[src/rtl/dst7_mcm_pipe_if.sv]
// Beat bus for the DST-7 MCM stage: sample/mode/last in, 20 lane products out.
// Latency: none (wires only).
// Backpressure: in_ready/out_ready valid-ready pairs; master sources beats, slave is the MCM block.
`timescale 1ns/1ps
interface dst7_mcm_pipe_if #(
  parameter int IN_W  = 16,
  parameter int OUT_W = 23,
  parameter int NLANE = 20
);
  logic                      in_valid;
  logic                      in_ready;
  logic signed [IN_W-1:0]    in_x;
  logic [1:0]                in_mode;
  logic                      in_last;
  logic                      out_valid;
  logic                      out_ready;
  logic [NLANE*OUT_W-1:0]    out_y;
  logic [1:0]                out_mode;
  logic                      out_last;

  modport master (
    output in_valid, in_x, in_mode, in_last, out_ready,
    input  in_ready, out_valid, out_y, out_mode, out_last
  );

  modport slave (
    input  in_valid, in_x, in_mode, in_last, out_ready,
    output in_ready, out_valid, out_y, out_mode, out_last
  );
endinterface

[src/rtl/dst7_mcm_pipe.sv]
// Multiplierless multiple-constant multiply of one sample by a selectable DST-7 coefficient set.
// Latency: 2 cycles (S1 base terms, S2 lane products), one beat per cycle sustained.
// Backpressure: 2-entry stallable pipe; in_ready = !s1_valid || s2 loading, no path from in_valid.
`timescale 1ns/1ps
module dst7_mcm_pipe #(
  parameter int IN_W  = 16,
  parameter int OUT_W = 23,
  parameter int NLANE = 20
) (
  input logic            clk,
  input logic            rst_n,
  dst7_mcm_pipe_if.slave bus
);

  generate
    if (IN_W < 2) begin : g_bad_in_w
      $error("dst7_mcm_pipe: IN_W must be at least 2");
    end
    if (OUT_W < IN_W + 7) begin : g_bad_out_w
      $error("dst7_mcm_pipe: OUT_W must be at least IN_W+7");
    end
    if (NLANE != 20) begin : g_bad_nlane
      $error("dst7_mcm_pipe: NLANE must be 20");
    end
  endgenerate

  // Largest constant is 86 < 2^7, so IN_W+7 bits hold every partial term exactly.
  localparam int IW = IN_W + 7;

  typedef logic signed [IW-1:0]    term_t;
  typedef logic signed [OUT_W-1:0] lane_t;

  typedef struct packed {
    logic [1:0] mode;
    logic       last;
  } meta_t;

  // Odd multiples of X shared by all three coefficient sets.
  typedef struct packed {
    term_t x1;  term_t x3;  term_t x5;  term_t x7;
    term_t x9;  term_t x11; term_t x13; term_t x15;
    term_t x17; term_t x19; term_t x21; term_t x23;
    term_t x25; term_t x27; term_t x29; term_t x31;
  } terms_t;

  logic                   s1_valid;
  meta_t                  s1_meta;
  terms_t                 s1_terms;
  logic                   s2_valid;
  meta_t                  s2_meta;
  logic [NLANE*OUT_W-1:0] s2_y;

  logic                   s2_load;
  logic                   in_ready_c;
  logic                   in_fire;
  term_t                  xe;
  terms_t                 terms_c;
  term_t                  prod [NLANE];
  logic [NLANE*OUT_W-1:0] y_nxt;

  assign s2_load    = !s2_valid || bus.out_ready;
  assign in_ready_c = !s1_valid || s2_load;
  assign in_fire    = bus.in_valid && in_ready_c;
  assign xe         = {{7{bus.in_x[IN_W-1]}}, bus.in_x};

  // Build the shared odd multiples from X with at most two adders in series.
  always_comb begin
    terms_c     = '0;
    terms_c.x1  = xe;
    terms_c.x3  = (xe <<< 1) + xe;
    terms_c.x5  = (xe <<< 2) + xe;
    terms_c.x7  = (xe <<< 3) - xe;
    terms_c.x9  = (xe <<< 3) + xe;
    terms_c.x11 = (xe <<< 3) + terms_c.x3;
    terms_c.x13 = (xe <<< 3) + terms_c.x5;
    terms_c.x15 = (xe <<< 4) - xe;
    terms_c.x17 = (xe <<< 4) + xe;
    terms_c.x19 = (xe <<< 4) + terms_c.x3;
    terms_c.x21 = (xe <<< 4) + terms_c.x5;
    terms_c.x23 = (xe <<< 4) + terms_c.x7;
    terms_c.x25 = (xe <<< 4) + terms_c.x9;
    terms_c.x27 = (xe <<< 5) - terms_c.x5;
    terms_c.x29 = (xe <<< 5) - terms_c.x3;
    terms_c.x31 = (xe <<< 5) - xe;
  end

  // S1 occupancy: refills whenever the stage is free to advance.
  always_ff @(posedge clk or negedge rst_n) begin
    if (!rst_n) begin
      s1_valid <= 1'b0;
    end else if (in_ready_c) begin
      s1_valid <= bus.in_valid;
    end
  end

  // S1 payload: captured only on an accepted beat, otherwise held for the stall.
  always_ff @(posedge clk) begin
    if (in_fire) begin
      s1_meta  <= '{mode: bus.in_mode, last: bus.in_last};
      s1_terms <= terms_c;
    end
  end

  // Per-lane products: each constant is an odd base term shifted, or base term plus a power of two.
  always_comb begin
    for (int k = 0; k < NLANE; k++) begin
      prod[k] = '0;
    end
    case (s1_meta.mode)
      2'd0: begin
        prod[0]  = s1_terms.x3  <<< 1;
        prod[1]  = s1_terms.x9;
        prod[2]  = s1_terms.x11;
        prod[3]  = s1_terms.x3  <<< 2;
        prod[4]  = s1_terms.x13;
        prod[5]  = s1_terms.x15;
        prod[6]  = s1_terms.x17;
        prod[7]  = s1_terms.x19;
        prod[8]  = s1_terms.x5  <<< 2;
        prod[9]  = s1_terms.x21;
        prod[10] = s1_terms.x11 <<< 1;
        prod[11] = s1_terms.x23;
        prod[12] = s1_terms.x3  <<< 3;
        prod[13] = s1_terms.x25;
        prod[14] = s1_terms.x13 <<< 1;
        prod[15] = s1_terms.x27;
        prod[16] = s1_terms.x7  <<< 2;
        prod[17] = s1_terms.x29;
        prod[18] = s1_terms.x15 <<< 1;
        prod[19] = s1_terms.x31;
      end
      2'd1: begin
        prod[0] = s1_terms.x17;
        prod[1] = s1_terms.x1 <<< 5;
        prod[2] = s1_terms.x23 <<< 1;
        prod[3] = s1_terms.x15 <<< 2;
        prod[4] = (s1_terms.x1 <<< 6) + s1_terms.x7;
        prod[5] = ((s1_terms.x1 <<< 5) + s1_terms.x7) <<< 1;
        prod[6] = (s1_terms.x1 <<< 6) + s1_terms.x21;
        prod[7] = ((s1_terms.x1 <<< 5) + s1_terms.x11) <<< 1;
      end
      2'd2: begin
        prod[0] = s1_terms.x29;
        prod[1] = (s1_terms.x1 <<< 6) - s1_terms.x9;
        prod[2] = ((s1_terms.x1 <<< 5) + s1_terms.x5) <<< 1;
        prod[3] = s1_terms.x21 <<< 2;
      end
      default: begin
      end
    endcase
  end

  // Sign-extend each lane product into its OUT_W slot of the output bus.
  always_comb begin
    y_nxt = '0;
    for (int k = 0; k < NLANE; k++) begin
      y_nxt[k*OUT_W +: OUT_W] = lane_t'(prod[k]);
    end
  end

  // S2 holds the presented beat; it only changes when empty or taken downstream.
  always_ff @(posedge clk or negedge rst_n) begin
    if (!rst_n) begin
      s2_valid <= 1'b0;
      s2_meta  <= '0;
      s2_y     <= '0;
    end else if (s2_load) begin
      s2_valid <= s1_valid;
      if (s1_valid) begin
        s2_meta <= s1_meta;
        s2_y    <= y_nxt;
      end
    end
  end

  assign bus.in_ready  = in_ready_c;
  assign bus.out_valid = s2_valid;
  assign bus.out_y     = s2_y;
  assign bus.out_mode  = s2_meta.mode;
  assign bus.out_last  = s2_meta.last;

endmodule

[src/flat_wrapper.sv]
// flat-port wrapper written by rule: the top's interface ports become plain ports
module dst7_mcm_pipe_flat 
#(
  parameter int IN_W  = 16,
  parameter int OUT_W = 23,
  parameter int NLANE = 20
)
  (clk, rst_n, bus_in_valid, bus_in_x, bus_in_mode, bus_in_last, bus_out_ready, bus_in_ready, bus_out_valid, bus_out_y, bus_out_mode, bus_out_last);
  dst7_mcm_pipe_if #(.IN_W(IN_W), .OUT_W(OUT_W), .NLANE(NLANE)) bus_i ();
  input logic clk;
  input logic rst_n;
  input wire logic [$bits(bus_i.in_valid)-1:0] bus_in_valid;
  input wire logic [$bits(bus_i.in_x)-1:0] bus_in_x;
  input wire logic [$bits(bus_i.in_mode)-1:0] bus_in_mode;
  input wire logic [$bits(bus_i.in_last)-1:0] bus_in_last;
  input wire logic [$bits(bus_i.out_ready)-1:0] bus_out_ready;
  output wire logic [$bits(bus_i.in_ready)-1:0] bus_in_ready;
  output wire logic [$bits(bus_i.out_valid)-1:0] bus_out_valid;
  output wire logic [$bits(bus_i.out_y)-1:0] bus_out_y;
  output wire logic [$bits(bus_i.out_mode)-1:0] bus_out_mode;
  output wire logic [$bits(bus_i.out_last)-1:0] bus_out_last;
  assign bus_i.in_valid = bus_in_valid;
  assign bus_i.in_x = bus_in_x;
  assign bus_i.in_mode = bus_in_mode;
  assign bus_i.in_last = bus_in_last;
  assign bus_i.out_ready = bus_out_ready;
  assign bus_in_ready = bus_i.in_ready;
  assign bus_out_valid = bus_i.out_valid;
  assign bus_out_y = bus_i.out_y;
  assign bus_out_mode = bus_i.out_mode;
  assign bus_out_last = bus_i.out_last;
  dst7_mcm_pipe #(.IN_W(IN_W), .OUT_W(OUT_W), .NLANE(NLANE)) u_core (.clk(clk), .rst_n(rst_n), .bus(bus_i));
endmodule
[config.mk]
export PLATFORM = sky130hd
export DESIGN_NAME = dst7_mcm_pipe_flat
export DESIGN_NICKNAME = d
export VERILOG_FILES = /design/src/rtl/dst7_mcm_pipe_if.sv /design/src/rtl/dst7_mcm_pipe.sv /design/src/flat_wrapper.sv
export SDC_FILE = /design/constraint.sdc
export NUM_CORES = 2
export LEC_CHECK = 0
export CAP_MARGIN = 5
export CORE_AREA = 5 5 269 271
export CTS_CLUSTER_DIAMETER = 200
export DETAILED_ROUTE_END_ITERATION = 10
export DIE_AREA = 0 0 274 276
export PLACE_DENSITY = 0.77
export SYNTH_ARGS = -nofsm -noshare
export SYNTH_HDL_FRONTEND = slang
export SYNTH_SLANG_ARGS = --single-unit
[constraint.sdc]
create_clock -name clk -period 14.55 [get_ports clk]
set_input_delay 2.91 -clock clk [delete_from_list [all_inputs] [get_ports clk]]
set_output_delay 2.91 -clock clk [all_outputs]
set_load 0.005 [all_outputs]
==> flow_summary.yaml <==
cts:
  h-tree-depth: 3
  cts_resized: 0
  path_clk_slew_ps: 60
  cts_tree: "yes"
  cts_buffers: 74
  clkSinkCount: 671
  cts_hold_buffers: 0
  cts_setup_buffers: 0
  clockBufferDepth: 3
  insertion_delay_ps: 630
  root_buffer: "clkbuf_16"
sta:
  fmax_mhz: 121
  hold_viol_final: 0
  grt_setup_unrepaired: "false"
  fin_setup_tns_ps: 0
  worst_pin_slew_ps: 1140
  slew_violations: 0
  clock_skew_ps: 28.4
  hold_ws_ps: 445
  slew_headroom: 0.238
  fin_crit_ps: 8240
  setup_viol: 0
  fin_crit_sh: 0.566
critical_path:
  worstPathCellList: "clkdlybuf4s50_1 > buf_4 > inv_1 > fa_1 > nor2b_1 > o21ai_0 > a21oi_1 > inv_1 > ha_1 > nand4_1 > nor4_1 > a211oi_1 > a211oi_1 > o21ai_0 > a311oi_1 > nor2_1 > o21ai_1 > a221oi_1 > o31ai_2 > a21oi_1 > xnor2_1"
  rrSetupSlack_ps: 9980
  crit_slowest_cell: "a311oi_1"
  critPathMaxStageDelay_ps: 640
  crit_fanout: 27
  worstSetupPathType: "input port to flop"
  end_kind: "flop"
  cp-start-kind: "input port"
  cp.required_ps: 14900
  cp.arrival_ps: 8590
floorplanning:
  io_pins: 488
  core_um2: 69500
  design.die.area_um2: 75600
  start_util: 0.547
  dieHeight_um: 276
  rows: 97
  die_w_um: 274
finish:
  design_area_um2: 45600
  finalNetCount: 4636
  drive_above_1_share: 0.0414
  fin_util: 0.656
  area_delta_synth_final_pct: 20.0
  fin_cells: 5315
pwr:
  p_leak_nw: 20.1
  vdd.ir_drop.worst_mv: 0.0944
  power_per_cell_area_nw_per_um2: 143
drt:
  drt_first_pass_iters: 9
  drtIter0Drc: 3795
  wl_per_cell_um: 23.5
  drc: 0
  wl_um: 125000
  drtAntennaViolNets: 0
  vias: 31700
  viasPerCell: 5.97
synth:
  synthSimpleGateAreaFrac: 0.144
  synth_edf_count: 275
  netlist_top_cells_area: "dfrtp_1 (26%), edfxtp_1 (22%), ha_1 (9.4%)"
  synthMuxAreaShare: 0.0105
  synth_xor_area_frac: 0.0638
  synthCells: 3961
  synth_fa_ha_area_frac: 0.103
  synth.distinct_cells: 73
  synth_top_area_frac: 0.261
  ys_ff_latch: 671
  synthArstFlopShare: 0.590
  synth_ff_type: "dfrtp_1"
  ys_warn_count: 0
  syn-mean-instance-area_um2: 9.60
  synth_top_family_by_area: "compound AO/OA/AOI/OAI gates"
  yosysSeqAreaShare: 0.478
  yosysTopAreaCell: "dfrtp_1"
  synth.most_common_cell: "nand2_1"
  netlist_top_cells_count: "nand2_1 (650), dfrtp_1 (396), a21oi_1 (358)"
  synth_compound_area_frac: 0.150
  synth_area_um2: 38000
worst_hold_path:
  worstHoldPathType: "flop to flop"
place:
  gp_congestion: 0.925
  dp.final_hpwl_um: 91100
  placement.cell_area_um2: 43100
  numPortBuffers: 475
  dp_cells: 5176
grt:
  grt_pass1_vias: 30300
  use_met3: 0.0672
  busiest_layer: "met2"
  gr-total-overflow: 0
  grt_usage: 0.320
  met2_usage: 0.491
  antenna_found_initial: 4
  grt_first_pass_wirelength_um: 187000
  grt_use_met1: 0.464
  grt_start_max_net_pins: 197
job:
  max_cap_violations: 0
outcome:
  outcome: "complete, no violations"
layout make-up:
| type | instances | area (um2) |
|---|---|---|
| antenna | 1 | 2.50 |
| sequential | 671 | 18200 |
| clock buffer | 113 | 2210 |
| inverter | 185 | 694 |
| timing repair buffer | 515 | 5080 |
| tap | 940 | 1180 |
| fill | 5572 | 23900 |
| multi-input combinational | 2865 | 18000 |
| clock inverter | 25 | 255 |
placed cells by master (no fill, tap or decap), drive strengths merged, types with 31 or more instances in the layout:
cell / n
nand2: 650
a21o: 56
ha: 286
clkdlybuf4s50: 474
nor2: 271
clkbuf: 113
o21ai: 223
nor2b: 32
xor2: 58
inv: 191
dfrtp: 396
nand3: 214
buf: 41
mux2i: 40
a31oi: 31
edfxtp: 275
o21bai: 89
nor3: 39
xnor2: 219
a21oi: 360
power by group:
part	total (W)	leakage, nW	internal (W)	switching (W)
registers	0.00262	7.82	0.00236	0.000266
clock network	0.00191	1.20	0.00111	0.000804
logic	0.00200	11.1	0.000892	0.00111
total	0.00654	20.1	0.00436	0.00218
worst max-delay path, delay by kind of cell:
kind                     cells  cell delay [ps]
AO/OA/AOI/OAI               10             2790
adder cells (fa/ha/maj)      2              890
AND/OR/NAND/NOR              4              600
buffers and inverters        4             1220
XOR/XNOR                     1              160
state kept, by name, indices dropped and copies added (netlist names):
signal / count
u_core.s1_terms: 272
u_core.bus.out_y: 391
u_core.s1_meta: 3
u_core.bus.out_valid: 1
u_core.bus.out_mode: 2
u_core.s1_valid: 1
u_core.bus.out_last: 1
per-layer routing:
metal | vias to the layer above | share of wire | routed length [um]
met5 | - | 0.00013 | 16
met4 | 2 | 0.030 | 3730
met3 | 239 | 0.11 | 13300
met2 | 1600 | 0.45 | 55700
met1 | 15400 | 0.42 | 52000
li1 | 14400 | - | -
path summary, 6_finish.rpt:
kind,to,depth (start not counted),from
setup reg to reg,u_core.bus.out_y[41],13,u_core.s1_terms[0]
hold reg to reg,u_core.bus.out_last,2,u_core.s1_meta[0]
hold / removal,u_core.bus.out_last,2,u_core.s1_meta[0]
min in group asynchronous,u_core.bus.out_y[264],1,rst_n
setup / recovery,u_core.s1_terms[41],21,bus_in_x[1]
max in group asynchronous,u_core.bus.out_y[317],3,rst_n
cell families after synthesis:
logic type	Yosys count
multiplexers	40
flip-flops	671
AO/OA/AOI/OAI	937
adder cells (fa/ha/maj)	306
other	1
AND/OR/NAND/NOR	1293
XOR/XNOR	277
buffers and inverters	436
through the flow:
stage	setup slack, ps	total power (W)
floorplan	4530	0.00370
global placement	5730	0.00457
detailed placement	5690	0.00461
CTS	6330	0.00652
global route	5860	0.00683
finish	6310	0.00654
Power figures use the tool's default switching activity.
